## src/rtl/sva_rep_matcher_if.sv

```systemverilog
// sva_rep_matcher_if: attempt handshake and result bus (stats counters with SVA_REP_MATCHER_STATS_EN)
interface sva_rep_matcher_if;
    logic       start;
    logic       a;
    logic       b;
    logic       match;
    logic       fail;
    logic       busy;
    logic [3:0] rep_count;
`ifdef SVA_REP_MATCHER_STATS_EN
    logic [15:0] match_cnt;
    logic [15:0] fail_cnt;
    modport master (output start, a, b, input match, fail, busy, rep_count, match_cnt, fail_cnt);
    modport slave  (input start, a, b, output match, fail, busy, rep_count, match_cnt, fail_cnt);
`else
    modport master (output start, a, b, input match, fail, busy, rep_count);
    modport slave  (input start, a, b, output match, fail, busy, rep_count);
`endif
endinterface

```

## src/rtl/sva_rep_matcher.sv

```systemverilog
// sva_rep_matcher: a[*MIN_REP:MAX_REP] ##DELAY b recognizer; SVA_REP_MATCHER_STATS_EN adds match/fail counters
module sva_rep_matcher #(
    parameter int MIN_REP = 0,
    parameter int MAX_REP = 3,
    parameter int DELAY   = 1
) (
    input  logic             clk,
    input  logic             rst_n,
    sva_rep_matcher_if.slave bus
);
    typedef enum logic {IDLE, RUN} state_t;
    localparam logic [5:0] MIN_V = 6'(MIN_REP);
    localparam logic [5:0] MAX_V = 6'(MAX_REP);
    state_t     state_q, state_d;
    logic [3:0] rep_q, rep_d;
    logic       match_q, match_d, fail_q, fail_d;
    logic       eval, hit, cont;
    logic [5:0] n, n1;
    // evaluate the attempt cycle: match first, otherwise extend the repetition or give up
    always_comb begin
        eval    = (state_q == RUN) || bus.start;
        n       = (state_q == RUN) ? {2'b00, rep_q} : 6'd0;
        n1      = n + 6'd1;
        hit     = (DELAY == 0) ? (bus.a && bus.b && (n1 + 6'd1) > MIN_V && n1 <= MAX_V)
                               : (bus.b && n1 > MIN_V && n <= MAX_V);
        cont    = bus.a && ((DELAY == 0) ? (n1 < MAX_V) : (n1 <= MAX_V));
        state_d = state_q;
        rep_d   = rep_q;
        match_d = 1'b0;
        fail_d  = 1'b0;
        if (eval) begin
            state_d = (!hit && cont) ? RUN : IDLE;
            rep_d   = (!hit && cont) ? n1[3:0] : n[3:0];
            match_d = hit;
            fail_d  = !hit && !cont;
        end
    end
    // state, repetition count and registered result pulses
    always_ff @(posedge clk) begin
        if (!rst_n) begin
            state_q <= IDLE;
            rep_q   <= 4'd0;
            match_q <= 1'b0;
            fail_q  <= 1'b0;
        end else begin
            state_q <= state_d;
            rep_q   <= rep_d;
            match_q <= match_d;
            fail_q  <= fail_d;
        end
    end
    assign bus.match     = match_q;
    assign bus.fail      = fail_q;
    assign bus.busy      = (state_q == RUN);
    assign bus.rep_count = rep_q;
`ifdef SVA_REP_MATCHER_STATS_EN
    logic [15:0] match_cnt_q, fail_cnt_q;
    // saturating counters advance together with the result pulse they count
    always_ff @(posedge clk) begin
        if (!rst_n) begin
            match_cnt_q <= 16'd0;
            fail_cnt_q  <= 16'd0;
        end else begin
            if (match_d && match_cnt_q != 16'hFFFF) match_cnt_q <= match_cnt_q + 16'd1;
            if (fail_d && fail_cnt_q != 16'hFFFF) fail_cnt_q <= fail_cnt_q + 16'd1;
        end
    end
    assign bus.match_cnt = match_cnt_q;
    assign bus.fail_cnt  = fail_cnt_q;
`endif
endmodule

```

## src/flat_wrapper.sv

```systemverilog
// flat-port wrapper written by rule: the top's interface ports become plain ports
module sva_rep_matcher_flat 
#(
    parameter int MIN_REP = 0,
    parameter int MAX_REP = 3,
    parameter int DELAY   = 1
)
  (clk, rst_n, bus_start, bus_a, bus_b, bus_match, bus_fail, bus_busy, bus_rep_count);
  sva_rep_matcher_if bus_i ();
  input  logic clk;
  input  logic rst_n;
  input wire logic [$bits(bus_i.start)-1:0] bus_start;
  input wire logic [$bits(bus_i.a)-1:0] bus_a;
  input wire logic [$bits(bus_i.b)-1:0] bus_b;
  output wire logic [$bits(bus_i.match)-1:0] bus_match;
  output wire logic [$bits(bus_i.fail)-1:0] bus_fail;
  output wire logic [$bits(bus_i.busy)-1:0] bus_busy;
  output wire logic [$bits(bus_i.rep_count)-1:0] bus_rep_count;
  assign bus_i.start = bus_start;
  assign bus_i.a = bus_a;
  assign bus_i.b = bus_b;
  assign bus_match = bus_i.match;
  assign bus_fail = bus_i.fail;
  assign bus_busy = bus_i.busy;
  assign bus_rep_count = bus_i.rep_count;
  sva_rep_matcher #(.MIN_REP(MIN_REP), .MAX_REP(MAX_REP), .DELAY(DELAY)) u_core (.clk(clk), .rst_n(rst_n), .bus(bus_i));
endmodule
```

## config.mk

```make
export PLATFORM = sky130hd
export DESIGN_NAME = sva_rep_matcher_flat
export DESIGN_NICKNAME = d
export VERILOG_FILES = /design/src/rtl/sva_rep_matcher_if.sv /design/src/rtl/sva_rep_matcher.sv /design/src/flat_wrapper.sv
export SDC_FILE = /design/constraint.sdc
export NUM_CORES = 1
export LEC_CHECK = 0
export ABC_AREA = 0
export CAP_MARGIN = 30
export CELL_PAD_IN_SITES_DETAIL_PLACEMENT = 1
export CELL_PAD_IN_SITES_GLOBAL_PLACEMENT = 1
export CORE_AREA = 2 2 39 41
export CTS_CLUSTER_DIAMETER = 100
export CTS_CLUSTER_SIZE = 12
export DETAILED_ROUTE_END_ITERATION = 6
export DIE_AREA = 0 0 41 43
export HOLD_SLACK_MARGIN = 0.06
export MAX_ROUTING_LAYER = met4
export PLACE_DENSITY_LB_ADDON = 0.1
export SLEW_MARGIN = 15
export SYNTH_ARGS = -nofsm -noshare
export SYNTH_HDL_FRONTEND = slang
export SYNTH_SLANG_ARGS = --single-unit
```

## constraint.sdc

```tcl
create_clock -name clk -period 3.5 [get_ports clk]
set_input_delay 0.7 -clock clk [delete_from_list [all_inputs] [get_ports clk]]
set_output_delay 0.7 -clock clk [all_outputs]
set_load 0.1 [all_outputs]
```

==> flow_summary.toml, run 1 <==
[status]
status = "complete, no violations"

[clocking]
path_clk_slew_ns = 0.05
post_cts_buffers = 0
hold_buffers = 0
ctsRootBufferMaster = "clkbuf_4"
cts_tree = "built"
cts_buffer_depth = 2
htree_levels = 1
clk_latency_ns = 0.25
cts_resized = 0
clkSinkCount = 7
cts_made_buffers = 3

[synth]
synth_most_common_cell = "dfxtp_1"
ys.warnings.count = 0
muxShareOfSynthArea = 0
netlist_area_um2 = 422
yosysTopAreaCellShare = 0.332
synth_compound_area_frac = 0.243
synthAdderAreaFrac = 0.0593
synthTopCellsByArea = "dfxtp_1 (33%), ha_1 (5.9%), a21oi_1 (4.7%)"
post_synth_inst_count = 47
yosys.area.top_type = "dfxtp_1"
async_flop_share = 0
ys_top_cells_by_count = "dfxtp_1 (7), a21oi_1 (4), nand2_1 (4), nor2_1 (3), nor2b_1 (3)"
synthXorXnorAreaFrac = 0
synth_ff_type = "dfxtp_1"
synth-seq-area-share = 0.332
synth_top_family_by_area = "simple AND/OR/NAND/NOR gates"
yosysUniqueCellTypes = 28
synth_simple_gate_area_frac = 0.344
synth.avg_cell_area_um2 = 8.97
ys_seq_elements = 7
synth_edf_count = 0
synth_nets = 54

[worst_setup_path]
cp_top_family = "buffers and inverters"
crit_required_ns = 2.80
critical_path.slowest_cell = "clkdlybuf4s50_1"
path_max_fanout = 4
worstPathArrival_ns = 1.78
crit_chain = "clkdlybuf4s50_1"
setup.worst_path.start_class = "flip-flop"
crit_buf_inv = 1
slowest_delay_ns = 1.15
worstSetupPathType = "flip-flop to primary output"
worst_setup_path_end_kind = "primary output"

[cells_and_area]
antennaDiodeCount = 0
syn_to_final_growth_pct = 34.1
final_cell_area_um2 = 566
layout-drive-gt1-share = 0.197
fillers = 168
nNetsFinal = 69

[timing]
slew_violations = 0
fin_crit_sh = 0.707
hold_viol = 0
max-slew-margin-rel = 0.354
tightest_slew_ns = 0.965
finalSetupViolCount = 0
skew_ns = 0.000332
rsz0062_at_grt = "false"
max_freq_mhz = 404
setup_ws_ns = 1.02
period_needed_ns = 2.48
fin_tns_setup_ns = 0

[grt]
grt_pass1_wl_um = 1920
use_met1 = 0.190
grt_use_total = 0.168
met2_usage = 0.250
grt_use_met3 = 0.0942
first_global_vias = 413
grt_max_degree = 14
overflow = 0
antenna_found_initial = 0
grt_most_used_layer = "met2"

[routing]
drc = 0
dr.pass1.iters = 3
vias = 418
drtIter0Drc = 4
wl_um = 1140
wire_per_inst_um = 14.8
vias_per_cell = 5.43
ant_nets = 0

[placed_design]
io_buffers = 11
placed_cell_area_um2 = 539
gp_congestion = 0.673
pre_cts_ws_ns = 1.21
hpwl_um = 860

[die]
io_pins = 12
std_cell_rows = 14
core_um2 = 1380
die_h_um = 43
fp.dieW_um = 41
start_util = 0.305
dieArea_um2 = 1760

[power]
vdd_drop_max_v = 0.000160
power_mw = 0.193
p_leak_nw = 0.233
pwr_density_cell_nw_per_um2 = 342

[hold_path]
worstHoldPathType = "flip-flop to flip-flop"

[flow_run]
drv_cap = 0
==> state kept, by name, indices dropped and copies added (netlist names) <==
signal	count
u_core.bus.match	1
u_core.bus.busy	1
u_core.bus.rep_count	4
u_core.bus.fail	1
==> per-stage QoR <==
stage	std cells	utilization	hold WS, ns
after floorplan	47	-	0.816
after global placement	73	0.390	0.529
after detailed placement	73	0.390	0.546
after CTS	77	0.409	0.551
after global routing	77	0.409	0.589
final	77	0.409	0.555
==> area by class of cell <==
cell class,count,area [µm²],area share
repair buffers,11,103,0.181
inverters,1,3.75,0.00664
multi-input cells,38,273,0.482
flip-flops and latches,7,140,0.248
well taps,16,20.0,0.0354
clock buffers,4,26.3,0.0465
==> layer usage <==
layer | routed length, µm | up-vias
li1 | - | 205
met1 | 517 | 203
met2 | 562 | 10
met3 | 61 | 0
met4 | 0 | 0
met5 | 0 | -
==> worst paths after layout <==
check	startpoint	to	slack, ns	cells past startpoint
worst max-delay path	u_core.bus.rep_count[1]$_SDFFE_PN0N_	bus_rep_count[1]	1.02	1
worst min-delay path	u_core.bus.rep_count[2]$_SDFFE_PN0N_	u_core.bus.rep_count[2]$_SDFFE_PN0N_	0.56	2
worst max register to register	u_core.bus.busy$_SDFFE_PN0N_	u_core.bus.rep_count[1]$_SDFFE_PN0N_	1.39	7
worst min register to register	u_core.bus.rep_count[2]$_SDFFE_PN0N_	u_core.bus.rep_count[2]$_SDFFE_PN0N_	0.56	2
==> cells by family (layout without fill, tap and decap cells) <==
group           after synthesis  after routing
buf+inv                       2             16
simple gates                 22             22
compound gates               14             14
fa+ha+maj                     2              2
flops                         7              7
==> placed cells by master (no fill, tap or decap), types with 2 or more instances in the layout <==
master / count
o21a_1: 2
buf_4: 3
nor2_1: 3
ha_1: 2
clkbuf_4: 3
clkdlybuf4s50_1: 8
a21oi_1: 4
nor2b_1: 3
dfxtp_1: 7
nand2_1: 4
nand3_1: 2
==> where the power goes <==
group | switching, mW | leakage (nW) | internal (mW)
logic | 0.0237 | 0.161 | 0.0125
registers | 0.00222 | 0.0568 | 0.0816
clock network | 0.0297 | 0.0150 | 0.0435
Note: power is estimated with default switching activity, not from simulation.
==> inputs of run 2 (changes only) <==
Settings changed: CORE_AREA 2 2 39 41 to default, CORE_UTILIZATION from default to 32, DIE_AREA 0 0 41 43 to default.
Clock period 3.5 ns to 2.34 ns, I/O delays scaled along.
==> run 2 against run 1 <==
Effect of this change:
- design area fell by 1.5%
- cell count fell by 2.6%
- via count fell by 1.9%
==> flow_summary.toml, run 2 (same netlist as run 1, synthesis figures left out) <==
[clocking]
htree_levels = 1
path_clk_slew_ns = 0.06
cts_buffer_depth = 2
hold_buffers = 0
clk_latency_ns = 0.26
cts_made_buffers = 3
ctsRootBufferMaster = "clkbuf_4"
post_cts_buffers = 0
cts_tree = "built"
cts_resized = 0
clkSinkCount = 7

[grt]
grt_max_degree = 14
grt_pass1_wl_um = 2120
grt_use_total = 0.232
overflow = 0
first_global_vias = 425
antenna_found_initial = 0

[worst_setup_path]
path_max_fanout = 13
worstPathArrival_ns = 2.18
worstSetupPathType = "flip-flop to flip-flop"
crit_required_ns = 2.49
setup.worst_path.start_class = "flip-flop"
rr_startpoint = "u_core.bus.busy$_SDFFE_PN0N_"
reg2reg_depth = 7
worst_setup_path_end_kind = "flip-flop"
startpoint = "u_core.bus.busy$_SDFFE_PN0N_"

[power]
vdd_drop_max_v = 0.000242
p_leak_nw = 0.242
pwr_density_cell_nw_per_um2 = 536
power_mw = 0.298

[cells_and_area]
stdcell_count = 75
final_cell_area_um2 = 557
nNetsFinal = 69
antennaDiodeCount = 0
largest_reg_flops = 4
layout-drive-gt1-share = 0.311
fillers = 142
final_cell_mix = "buf_4 (7), nand2_1 (4), a21oi_1 (4), clkdlybuf4s50_1 (4), dfxtp_1 (4)"
postLayoutCoreUtil = 0.475
syn_to_final_growth_pct = 32.0
final_common_cell = "buf_4"

[routing]
dr.pass1.iters = 2
wire_per_inst_um = 15.8
vias = 410
drtIter0Drc = 4
drc = 0
vias_per_cell = 5.47
ant_nets = 0
wl_um = 1180

[placed_design]
pre_cts_ws_ns = 0.268
placed_cell_area_um2 = 531
io_buffers = 11
placedCellCount = 71
gp_congestion = 0.816
hpwl_um = 889

[status]
status = "complete, no violations"

[timing]
max_freq_mhz = 493
fin_crit_sh = 0.867
period_needed_ns = 2.03
rsz0062_at_grt = "false"
hold_viol = 0
skew_ns = 0.000266
worst_hold_slack_ns = 0.566
finalSetupViolCount = 0
max-slew-margin-rel = 0.795
fin_tns_setup_ns = 0
slew_violations = 0
setup_ws_ns = 0.310
tightest_slew_ns = 0.307

[hold_path]
whs_path_depth = 2
worstHoldStart = "u_core.bus.busy$_SDFFE_PN0N_"
worstHoldPathType = "flip-flop to flip-flop"

[die]
std_cell_rows = 12
core_um2 = 1170
fp.dieW_um = 38.3
io_pins = 12
die_h_um = 38.3
start_util = 0.360
dieArea_um2 = 1470

[flow_run]
drv_cap = 0
## run 2: critical path: stages, from the launching register on
cell and delay (ns):
dfxtp_2 0.39, nand2_1 0.13, inv_1 0.07, ha_1 0.27
or4_4 0.50, o211ai_2 0.14, a21boi_1 0.13, o31a_1 0.30
## run 2: final timing paths
kind | end | slack [ns]
min | u_core.bus.match$_SDFF_PN0_ | 0.57
max | u_core.bus.rep_count[1]$_SDFFE_PN0N_ | 0.31
max reg2reg | u_core.bus.rep_count[1]$_SDFFE_PN0N_ | 0.31
min reg2reg | u_core.bus.match$_SDFF_PN0_ | 0.57
## run 2: area by class of cell
| class | instances | area (µm²) | area share |
|---|---|---|---|
| inverter | 1 | 3.75 | 0.00674 |
| clock buffer | 4 | 26.3 | 0.0472 |
| tap | 14 | 17.5 | 0.0315 |
| sequential | 7 | 144 | 0.258 |
| multi-input combinational | 38 | 273 | 0.490 |
| timing repair buffer | 11 | 92.6 | 0.166 |
## run 2: layer usage
metal | GRT usage | vias up | wire (µm)
met5 | - | - | 0
li1 | - | 203 | -
met4 | 0.134 | 0 | 25
met2 | 0.331 | 10 | 579
met1 | 0.290 | 195 | 532
met3 | 0.0698 | 2 | 45
## run 2: power breakdown
| part | leakage, nW | internal [mW] | switching, mW |
|---|---|---|---|
| sequential | 0.0582 | 0.122 | 0.00366 |
| combinational | 0.168 | 0.0179 | 0.0358 |
| clock | 0.0150 | 0.0656 | 0.0531 |
| total | 0.242 | 0.206 | 0.0925 |
==> inputs of run 3 (changes only) <==
--- a/config.mk
+++ b/config.mk
@@ -18,3 +18,4 @@
 export PLACE_DENSITY_LB_ADDON = 0.1
-export SLEW_MARGIN = 15
+export SKIP_CTS_REPAIR_TIMING = 1
+export SLEW_MARGIN = 10
 export SYNTH_ARGS = -nofsm -noshare
==> constraint.sdc (replaced) <==
create_clock -name clk -period 2.34 [get_ports clk]
set_input_delay 0.234 -clock clk [delete_from_list [all_inputs] [get_ports clk]]
set_output_delay 0.234 -clock clk [all_outputs]
set_load 0.1 [all_outputs]
==> run 3 against run 2 <==
Effect of this change:
- sequential cell count stayed put
- count of clock-buffer cells in the layout stayed put
- largest power group unchanged
- critical path depth stayed put
==> flow_summary.toml, run 3 (same netlist as run 1, synthesis figures left out) <==
[status]
status = "complete, no violations"

[worst_setup_path]
rrSetupSlack_ns = 0.33
worstSetupPathType = "flip-flop to flip-flop"
r2r-end = "u_core.bus.rep_count[1]$_SDFFE_PN0N_"
critical_path.slowest_cell = "or4_4"
crit_required_ns = 2.49
crit_chain = "nand2_1 -> inv_1 -> ha_1 -> or4_4 -> o211ai_2 -> a21boi_1 -> o31a_1"
slowest_delay_ns = 0.50
worstPathArrival_ns = 2.16
setup.worst_path.start_class = "flip-flop"
cp_num_cells = 7
crit_end = "u_core.bus.rep_count[1]$_SDFFE_PN0N_"
cp_top_family = "simple AND/OR/NAND/NOR gates"
worst_setup_path_end_kind = "flip-flop"
path_max_fanout = 13
crit_buf_inv = 1
reg2reg_depth = 7
rr_startpoint = "u_core.bus.busy$_SDFFE_PN0N_"
startpoint = "u_core.bus.busy$_SDFFE_PN0N_"

[cells_and_area]
final_cell_mix = "buf_4 (7), nand2_1 (4), a21oi_1 (4), clkdlybuf4s50_1 (4), dfxtp_1 (4)"
syn_to_final_growth_pct = 32.0
final_common_cell = "buf_4"
largest_reg_flops = 4
nNetsFinal = 69
layout-drive-gt1-share = 0.311
antennaDiodeCount = 0

[die]
io_pins = 12
die_h_um = 38.3
start_util = 0.360
fp.dieW_um = 38.3
std_cell_rows = 12
core_um2 = 1170
dieArea_um2 = 1470

[grt]
first_global_vias = 431
grt_most_used_layer = "met2"
grt_max_degree = 14
grt_use_met3 = 0.0523
grt_use_total = 0.210
use_met1 = 0.231
grt_pass1_wl_um = 1980
met2_usage = 0.347
antenna_found_initial = 0
overflow = 0

[clocking]
clk_latency_ns = 0.26
ctsRootBufferMaster = "clkbuf_4"
cts_buffer_depth = 2
path_clk_slew_ns = 0.06
clkSinkCount = 7
htree_levels = 1
cts_made_buffers = 3
cts_tree = "built"

[placed_design]
hpwl_um = 859
io_buffers = 11
gp_congestion = 0.807
pre_cts_ws_ns = 0.334

[timing]
rsz0062_at_grt = "false"
max-slew-margin-rel = 0.803
slew_violations = 0
fin_tns_setup_ns = 0
fin_crit_sh = 0.860
setup_ws_ns = 0.327
period_needed_ns = 2.01
skew_ns = 0.000977
tightest_slew_ns = 0.294
hold_viol = 0
finalSetupViolCount = 0
max_freq_mhz = 497

[power]
power_mw = 0.296
clockPowerShare = 0.395
p_sw_mw = 0.0904
vdd_drop_max_v = 0.000225
pwr_density_cell_nw_per_um2 = 532
pwr-share-comb = 0.181
p_leak_nw = 0.242
p_int_mw = 0.206
seqPwrFrac = 0.424
swShare = 0.305

[routing]
wl_um = 1110
dr.pass1.iters = 2
drtIter0Drc = 2
wire_per_inst_um = 14.9
vias_per_cell = 5.55
ant_nets = 0
vias = 416
drc = 0

[flow_run]
drv_cap = 0

[hold_path]
worstHoldStart = "u_core.bus.rep_count[2]$_SDFFE_PN0N_"
worstHoldPathType = "flip-flop to flip-flop"
==> run 3: cell counts in the layout (fill, tap and decap cells not counted) <==
No cell type changed its count.
==> run 3: worst min-delay path by stage <==
| stage | end | slack, ns | cells past startpoint |
|---|---|---|---|
| floorplan | u_core.bus.match$_SDFF_PN0_ | 0.35 | 2 |
| global placement | u_core.bus.rep_count[2]$_SDFFE_PN0N_ | 0.53 | 2 |
| detailed placement | u_core.bus.rep_count[2]$_SDFFE_PN0N_ | 0.54 | 2 |
| CTS | u_core.bus.rep_count[2]$_SDFFE_PN0N_ | 0.55 | 2 |
| global route | u_core.bus.match$_SDFF_PN0_ | 0.58 | 2 |
| finish | u_core.bus.rep_count[2]$_SDFFE_PN0N_ | 0.55 | 2 |
==> run 3: power groups by stage <==
stage,combinational [mW],sequential [mW],clock (mW)
floorplan,0.0167,0.147,0
global placement,0.0515,0.128,0
detailed placement,0.0536,0.128,0
CTS,0.0537,0.126,0.118
global route,0.0567,0.126,0.130
finish,0.0537,0.126,0.117
==> run 3: metrics by stage <==
stage	utilization	instances	hold slack, ns	area, µm²
after detailed placement	0.453	71	0.539	531
after floorplan	-	47	0.350	425
final	0.475	75	0.550	557
after CTS	0.475	75	0.554	557
after global routing	0.475	75	0.584	557
after global placement	0.453	71	0.534	531
==> run 3: cell type report <==
| cell class | count | area (µm²) |
|---|---|---|
| multi-input combinational | 38 | 273 |
| clock buffer | 4 | 26.3 |
| sequential | 7 | 144 |
| tap | 14 | 17.5 |
| inverter | 1 | 3.75 |
| fill | 149 | 614 |
| timing repair buffer | 11 | 92.6 |
==> run 3: routing by layer <==
metal  up-vias  routed length, µm
li1        208                  -
met1       192                490
met2        11                547
met3         5                 46
met4         0                 29
met5         -                  0
==> run 3: tightest hold or removal path, cell delays in order, from the launching register on <==
cell	delay, ns
dfxtp_1	0.37
nand3_1	0.10
a21oi_1	0.04
